--- config.mk ---
export PLATFORM = sky130hd
export DESIGN_NAME = visumon_scheduler
export DESIGN_NICKNAME = d
export VERILOG_FILES = /design/src/rtl/visumon_scheduler_pkg.sv /design/src/rtl/visumon_scheduler_rr_arbiter.sv /design/src/rtl/visumon_scheduler.sv
export SDC_FILE = /design/constraint.sdc
export NUM_CORES = 1
export LEC_CHECK = 0
export BUFFER_PORTS_ARGS = -buffer_cell sky130_fd_sc_hd__buf_2
export CELL_PAD_IN_SITES_DETAIL_PLACEMENT = 0
export CELL_PAD_IN_SITES_GLOBAL_PLACEMENT = 2
export CORE_ASPECT_RATIO = 0.7
export CORE_MARGIN = 2
export CORE_UTILIZATION = 32
export CTS_CLUSTER_SIZE = 40
export DETAILED_ROUTE_END_ITERATION = 7
export GPL_TIMING_DRIVEN = 0
export HOLD_SLACK_MARGIN = 0.12
export MAX_ROUTING_LAYER = met4
export PLACE_DENSITY_LB_ADDON = 0.1
export SYNTH_ARGS = -nofsm -noshare
export SYNTH_HDL_FRONTEND = slang
export SYNTH_SLANG_ARGS = --single-unit
--- constraint.sdc ---
create_clock -name i_clk -period 2.4 [get_ports i_clk]
set_clock_uncertainty 0.2 [all_clocks]
set_input_delay 0.24 -clock i_clk [delete_from_list [all_inputs] [get_ports i_clk]]
set_output_delay 0.24 -clock i_clk [all_outputs]
set_load 0.005 [all_outputs]
--- src/rtl/visumon_scheduler_pkg.sv ---
// Shared types for the visuMon write-port scheduler: debug payload,
// scheduler FSM states and an index-width helper for the round-robin pointer.
package visumon_scheduler_pkg;

    typedef enum logic [2:0] {
        colorBlack,
        colorRed,
        colorGreen,
        colorYellow,
        colorBlue,
        colorMagenta,
        colorCyan,
        colorWhite
    } color_t;

    typedef struct packed {
        logic [3:0] ledNo;
        color_t     color;
        logic       status;
    } debugInfo_t;

    typedef enum logic [1:0] {
        vmsIdle,
        vmsSetup,
        vmsStrobe,
        vmsGap
    } vmsState_t;

    localparam int unsigned VMS_WORD_W = 32;

    // Bits needed to hold an index 0..n-1, never less than one bit.
    function automatic int unsigned vmsIdxWidth(input logic [VMS_WORD_W-1:0] n);
        return (n <= 2) ? 1 : $clog2(n);
    endfunction

endpackage

--- src/rtl/visumon_scheduler_rr_arbiter.sv ---
// Combinational round-robin search: first set bit of pend_i at or above
// rrPtr_i, wrapping around to index 0 when nothing above it is pending.
module visumon_scheduler_rr_arbiter
    import visumon_scheduler_pkg::*;
#(
    parameter int unsigned NUM_REQ = 4,
    parameter int unsigned PTR_W   = vmsIdxWidth(NUM_REQ)
) (
    input  logic [NUM_REQ-1:0] pend_i,
    input  logic [PTR_W-1:0]   rrPtr_i,
    output logic [PTR_W-1:0]   grant_o,
    output logic               anyGrant_o
);

    logic             hiFound;
    logic             loFound;
    logic [PTR_W-1:0] hiIdx;
    logic [PTR_W-1:0] loIdx;

    // Scan downward so the lowest pending index in each half wins; the upper half (>= pointer) has priority.
    always_comb begin
        hiFound = 1'b0;
        loFound = 1'b0;
        hiIdx   = '0;
        loIdx   = '0;
        for (int j = int'(NUM_REQ) - 1; j >= 0; j--) begin
            if (pend_i[j]) begin
                if (PTR_W'(j) >= rrPtr_i) begin
                    hiFound = 1'b1;
                    hiIdx   = PTR_W'(j);
                end else begin
                    loFound = 1'b1;
                    loIdx   = PTR_W'(j);
                end
            end
        end
        anyGrant_o = hiFound | loFound;
        grant_o    = hiFound ? hiIdx : loIdx;
    end

endmodule

--- src/rtl/visumon_scheduler.sv ---
// Shares the single visuMon debug-info write port among NUM_REQ requesters.
// Each requester owns a one-deep slot; a round-robin FSM turns slot contents
// into SETUP / STROBE (cs low) / GAP write cycles on the visuMon interface.
module visumon_scheduler
    import visumon_scheduler_pkg::*;
#(
    parameter int unsigned NUM_REQ     = 4,
    parameter int unsigned HOLD_CYCLES = 2,
    parameter int unsigned GAP_CYCLES  = 2
) (
    input  logic                     i_clk,
    input  logic                     i_reset,
    input  logic [NUM_REQ-1:0]       i_valid,
    input  debugInfo_t [NUM_REQ-1:0] i_debugInfo,
    output logic [NUM_REQ-1:0]       o_accept,
    output logic [NUM_REQ-1:0]       o_overrun,
    input  logic                     i_clrOverrun,
    output logic                     o_cs,
    output debugInfo_t               o_debugInfo,
    output logic                     o_busy,
    output logic [15:0]              o_writeCount
);

    localparam int unsigned PTR_W = vmsIdxWidth(NUM_REQ);
    localparam int unsigned CNT_W = 16;
    localparam logic [CNT_W-1:0] HOLD_LOAD = CNT_W'(HOLD_CYCLES - 1);
    localparam logic [CNT_W-1:0] GAP_LOAD  = CNT_W'(GAP_CYCLES - 1);
    localparam logic [PTR_W-1:0] LAST_IDX  = PTR_W'(NUM_REQ - 1);

    vmsState_t          state_q, state_d;
    logic [CNT_W-1:0]   cnt_q, cnt_d;
    logic               cs_q, cs_d;
    logic               grantFire;
    logic               writeDone;
    logic [PTR_W-1:0]   grantIdx;
    logic               anyGrant;
    logic [PTR_W-1:0]   rrPtr_q;
    logic [NUM_REQ-1:0] pend_q, pend_d;
    logic [NUM_REQ-1:0] overrun_q, overrun_d;
    logic [NUM_REQ-1:0] overrunSet;
    logic [NUM_REQ-1:0] accept_q;
    debugInfo_t         slot_q [NUM_REQ];
    debugInfo_t         data_q;
    logic [15:0]        writeCount_q;

    visumon_scheduler_rr_arbiter #(
        .NUM_REQ (NUM_REQ),
        .PTR_W   (PTR_W)
    ) u_arbiter (
        .pend_i     (pend_q),
        .rrPtr_i    (rrPtr_q),
        .grant_o    (grantIdx),
        .anyGrant_o (anyGrant)
    );

    // FSM state, phase counter and chip select register; reset aborts any write in flight.
    always_ff @(posedge i_clk) begin
        if (!i_reset) begin
            state_q <= vmsIdle;
            cnt_q   <= '0;
            cs_q    <= 1'b1;
        end else begin
            state_q <= state_d;
            cnt_q   <= cnt_d;
            cs_q    <= cs_d;
        end
    end

    // Next state: grant from IDLE, one SETUP cycle, HOLD_CYCLES of cs low, then GAP_CYCLES of recovery.
    always_comb begin
        state_d   = state_q;
        cnt_d     = cnt_q;
        cs_d      = cs_q;
        grantFire = 1'b0;
        writeDone = 1'b0;
        case (state_q)
            vmsIdle: begin
                cs_d = 1'b1;
                if (anyGrant) begin
                    grantFire = 1'b1;
                    state_d   = vmsSetup;
                end
            end
            vmsSetup: begin
                state_d = vmsStrobe;
                cs_d    = 1'b0;
                cnt_d   = HOLD_LOAD;
            end
            vmsStrobe: begin
                if (cnt_q == '0) begin
                    state_d   = vmsGap;
                    cs_d      = 1'b1;
                    writeDone = 1'b1;
                    cnt_d     = GAP_LOAD;
                end else begin
                    cnt_d = cnt_q - 1'b1;
                end
            end
            vmsGap: begin
                if (cnt_q == '0) begin
                    state_d = vmsIdle;
                end else begin
                    cnt_d = cnt_q - 1'b1;
                end
            end
            default: begin
                state_d = vmsIdle;
                cs_d    = 1'b1;
            end
        endcase
    end

    // Pending/overrun bookkeeping; a slot being granted this cycle may be refilled without counting as an overrun.
    always_comb begin
        pend_d     = pend_q;
        overrunSet = '0;
        if (grantFire) begin
            pend_d[grantIdx] = 1'b0;
        end
        for (int k = 0; k < int'(NUM_REQ); k++) begin
            if (i_valid[k]) begin
                pend_d[k] = 1'b1;
                if (pend_q[k] && !(grantFire && (grantIdx == PTR_W'(k)))) begin
                    overrunSet[k] = 1'b1;
                end
            end
        end
        overrun_d = i_clrOverrun ? overrunSet : (overrun_q | overrunSet);
    end

    // Slot capture, grant-time payload latch, round-robin pointer and completed-write counter.
    always_ff @(posedge i_clk) begin
        if (!i_reset) begin
            pend_q       <= '0;
            overrun_q    <= '0;
            accept_q     <= '0;
            rrPtr_q      <= '0;
            data_q       <= '0;
            writeCount_q <= '0;
            for (int k = 0; k < int'(NUM_REQ); k++) begin
                slot_q[k] <= '0;
            end
        end else begin
            pend_q    <= pend_d;
            overrun_q <= overrun_d;
            accept_q  <= i_valid;
            for (int k = 0; k < int'(NUM_REQ); k++) begin
                if (i_valid[k]) begin
                    slot_q[k] <= i_debugInfo[k];
                end
            end
            if (grantFire) begin
                data_q  <= slot_q[grantIdx];
                rrPtr_q <= (grantIdx == LAST_IDX) ? '0 : grantIdx + PTR_W'(1);
            end
            if (writeDone) begin
                writeCount_q <= writeCount_q + 16'd1;
            end
        end
    end

    assign o_cs         = cs_q;
    assign o_debugInfo  = data_q;
    assign o_accept     = accept_q;
    assign o_overrun    = overrun_q;
    assign o_busy       = (state_q != vmsIdle);
    assign o_writeCount = writeCount_q;

endmodule
==> flow_metrics.tcl <==
set metrics [dict create \
    worstRegToRegCells 8 \
    globalRouteTotalUtil 0.178 \
    port_buffers 72 \
    synth_seq_cells 89 \
    final.period_utilization 0.991 \
    setup_viol 0 \
    synth_commonest_cells "sky130_fd_sc_hd__dfxtp_1, sky130_fd_sc_hd__nor2_1, sky130_fd_sc_hd__and3_1" \
    hold_class "in2reg" \
    endpoint_kind "register" \
    synth_area_mm2 0.00403 \
    power-per-cell-area_mw_per_mm2 1050 \
    netlist_instances 393 \
    clock_sink_count 89 \
    synth_top_area_share 0.283 \
    globalRoute.busiestLayer "met1" \
    crit_path_cell_trace "inv_2 > ha_4 > or3b_4 > nor4_4 > buf_6 > nand4_4 > or3_4 > a21oi_2" \
    final_count_of_pins_violating_max_slew 0 \
    tritoncts_clock_tree "yes" \
    fin_crit_ns 2.38 \
    critPathBufInv 2 \
    fin_cells 692 \
    fin_total_pwr_mw 5.80 \
    path_delay_family "simple AND/OR/NAND/NOR gates" \
    number_of_antenna_violations_at_the_first_check_in_global_routing 0 \
    placed_cells_incl_taps 627 \
    dpl-instance-area_mm2 0.00460 \
    fill_cells 1210 \
    cp_num_cells 8 \
    max_slew_margin 0.525 \
    die_width_um 138 \
    detailedPlacementHpwl_um 7820 \
    min_delay_path_depth 3 \
    via_count 3437 \
    cts.clk_slew.worst_paths_ns 0.07 \
    cts_max_path_buffers 2 \
    core-area_mm2 0.0123 \
    startpoint_type "register" \
    met2_usage 0.234 \
    outcome "finished, final reports clean" \
    final_cell_area_mm2 0.00554 \
    grt_start_max_net_pins 16 \
    synth_top_flop_cell "sky130_fd_sc_hd__dfxtp_1" \
    cp.arrival_ns 2.44 \
    library_cell_with_the_largest_summed_area_after_synthesis "sky130_fd_sc_hd__dfxtp_1" \
    layout-drive-gt1-share 0.266 \
    row_count 34 \
    grt.met3_usage 0.0392 \
    syn_to_final_growth_pct 37.3 \
    start_util 0.327 \
    synth-edff-count 32 \
    ir_drop_uv 375 \
    area_of_the_die_mm2 0.0135 \
    crit_path_max_fanout 5 \
    grt.overflow.total 0 \
    max_cap_viol_count 0 \
    synthTopCellsByArea "sky130_fd_sc_hd__dfxtp_1, sky130_fd_sc_hd__edfxtp_1, sky130_fd_sc_hd__and3_1, sky130_fd_sc_hd__mux2i_1, sky130_fd_sc_hd__xor2_1" \
    grt_pass1_wl_um 18300 \
    ys_types 45 \
    htree_num_levels 3 \
    leakagePower_nw 2.35 \
    cp_slowest_cell "sky130_fd_sc_hd__or3_4" \
    vias_in_the_first_global_route 3350 \
    cts_inserted_buffers 9 \
    totalNegativeSetupSlack_ns 0 \
    post_route_antenna_net_violation_count 0 \
    grt_util_met1 0.276 \
    syn_nets 444 \
    clock-root-buffer "sky130_fd_sc_hd__clkbuf_16" \
    synth.avg_cell_area_um2 10.3 \
    clk-insertion-delay-late_ns 0.33 \
    hold_viol_final 0 \
    detail_route.drc_violations 0 \
    synth-seq-area-share 0.521 \
    yosys.cell_count.top_type "sky130_fd_sc_hd__dfxtp_1" \
    gp_routability_congestion 0.761 \
    share_of_flip_flops_with_an_asynchronous_set_or_reset 0 \
    pin_count 73 \
    routed_wirelength_um 11300 \
    first_pass_detailed_route_iteration_total 4 \
    die_h_um 97.9 \
    final_net_count 576 \
    timing_worst_setup_path_type "reg2reg" \
    worstPathRequired_ns 2.46 \
    number_of_vias_per_cell_after_detailed_routing 4.97 \
    num_antenna_cells 0 \
    detail_route.wl_per_cell_um 16.4 \
    fmaxAchievable_ghz 0.420 \
    rsz0062_at_grt "true" \
    worst_pin_slew_ns 0.712 \
    synth-warning-count 0 \
    critical-path-max-stage-delay_ns 0.43 \
    drt-initial-drc-count 150 \
]
## stage by stage
step | hold slack (ns) | util | worst slack (ns)
global placement | 0.269 | 0.373 | -0.319
global route | 0.162 | 0.449 | -0.0871
detailed placement | 0.249 | 0.373 | -0.287
CTS | 0.138 | 0.434 | -0.00442
finish | 0.142 | 0.449 | 0.0210
floorplan | 0.184 | - | 0.0690
## cell families after synthesis
| group | after synthesis | share of synthesized area |
|---|---|---|
| buf+inv | 34 | 0.0329 |
| mux | 19 | 0.0472 |
| simple gates | 168 | 0.235 |
| flops | 89 | 0.521 |
| compound gates | 52 | 0.0854 |
| fa+ha+maj | 12 | 0.0372 |
| xor+xnor | 19 | 0.0413 |
## worst reg2reg max path, cell delays in order, from the launching register on
cell	delay, ns
sky130_fd_sc_hd__dfxtp_2	0.33
sky130_fd_sc_hd__inv_2	0.08
sky130_fd_sc_hd__ha_4	0.14
sky130_fd_sc_hd__or3b_4	0.38
sky130_fd_sc_hd__nor4_4	0.29
sky130_fd_sc_hd__buf_6	0.18
sky130_fd_sc_hd__nand4_4	0.17
sky130_fd_sc_hd__or3_4	0.43
sky130_fd_sc_hd__a21oi_2	0.11
## power breakdown
part           internal, mW  total (mW)  switching [mW]
Combinational          1.03        2.33            1.30
Clock                 0.838        1.44           0.605
Sequential             1.81        2.03           0.224
## area by class of cell
cell class / count / area (µm²) / area share
flip-flops and latches: 89 / 2110 / 0.381
multi-input cells: 271 / 1940 / 0.350
repair buffers: 120 / 817 / 0.148
clock buffers: 10 / 239 / 0.0432
well taps: 162 / 203 / 0.0366
plain buffers: 20 / 110 / 0.0199
clock inverters: 6 / 66.3 / 0.0120
inverters: 14 / 52.6 / 0.00949
## final timing paths
check / from / end / slack (ns)
max reg2reg: cnt_q[1] / o_writeCount[12] / 0.02
max: cnt_q[1] / o_writeCount[12] / 0.02
min reg2reg: o_overrun[2] / o_overrun[2] / 0.28
min: i_reset / rrPtr_q[0] / 0.14
## sequential cells by signal (all words and copies together) (netlist names)
register and count:
pend_q 4, o_cs 1, o_writeCount 16, rrPtr_q 2, o_debugInfo 8, slot_q 32, o_overrun 4, cnt_q 16
state_q 2, o_accept 4
## layer usage
metal / part of all wire / vias up
met3: 0.054 / 2
li1: - / 1699
met4: 0.0034 / 0
met5: 0 / -
met2: 0.40 / 97
met1: 0.55 / 1639
## repair_timing
item / CTS / global route
gates resized for setup: 13 / 41
pin swaps: 2 / 7
cloned: 1 / 0
setup buffers: 3 / 8
endpoints found under the hold margin: 40 / 0
hold buffers: 37 / 0
setup endpoints to repair: 32 / 34
## cells in the final DEF (no fill, tap or decap), drive strengths merged, types with 18 or more instances in the layout
cell | netlist | routed
buf | 5 | 87
dfxtp | 57 | 57
dlygate4sd3 | 0 | 37
nor2 | 37 | 37
and3 | 35 | 35
edfxtp | 32 | 32
clkbuf | 15 | 26
nand3 | 24 | 24
mux2i | 19 | 19
xor2 | 18 | 18
Power figures use the tool's default switching activity.
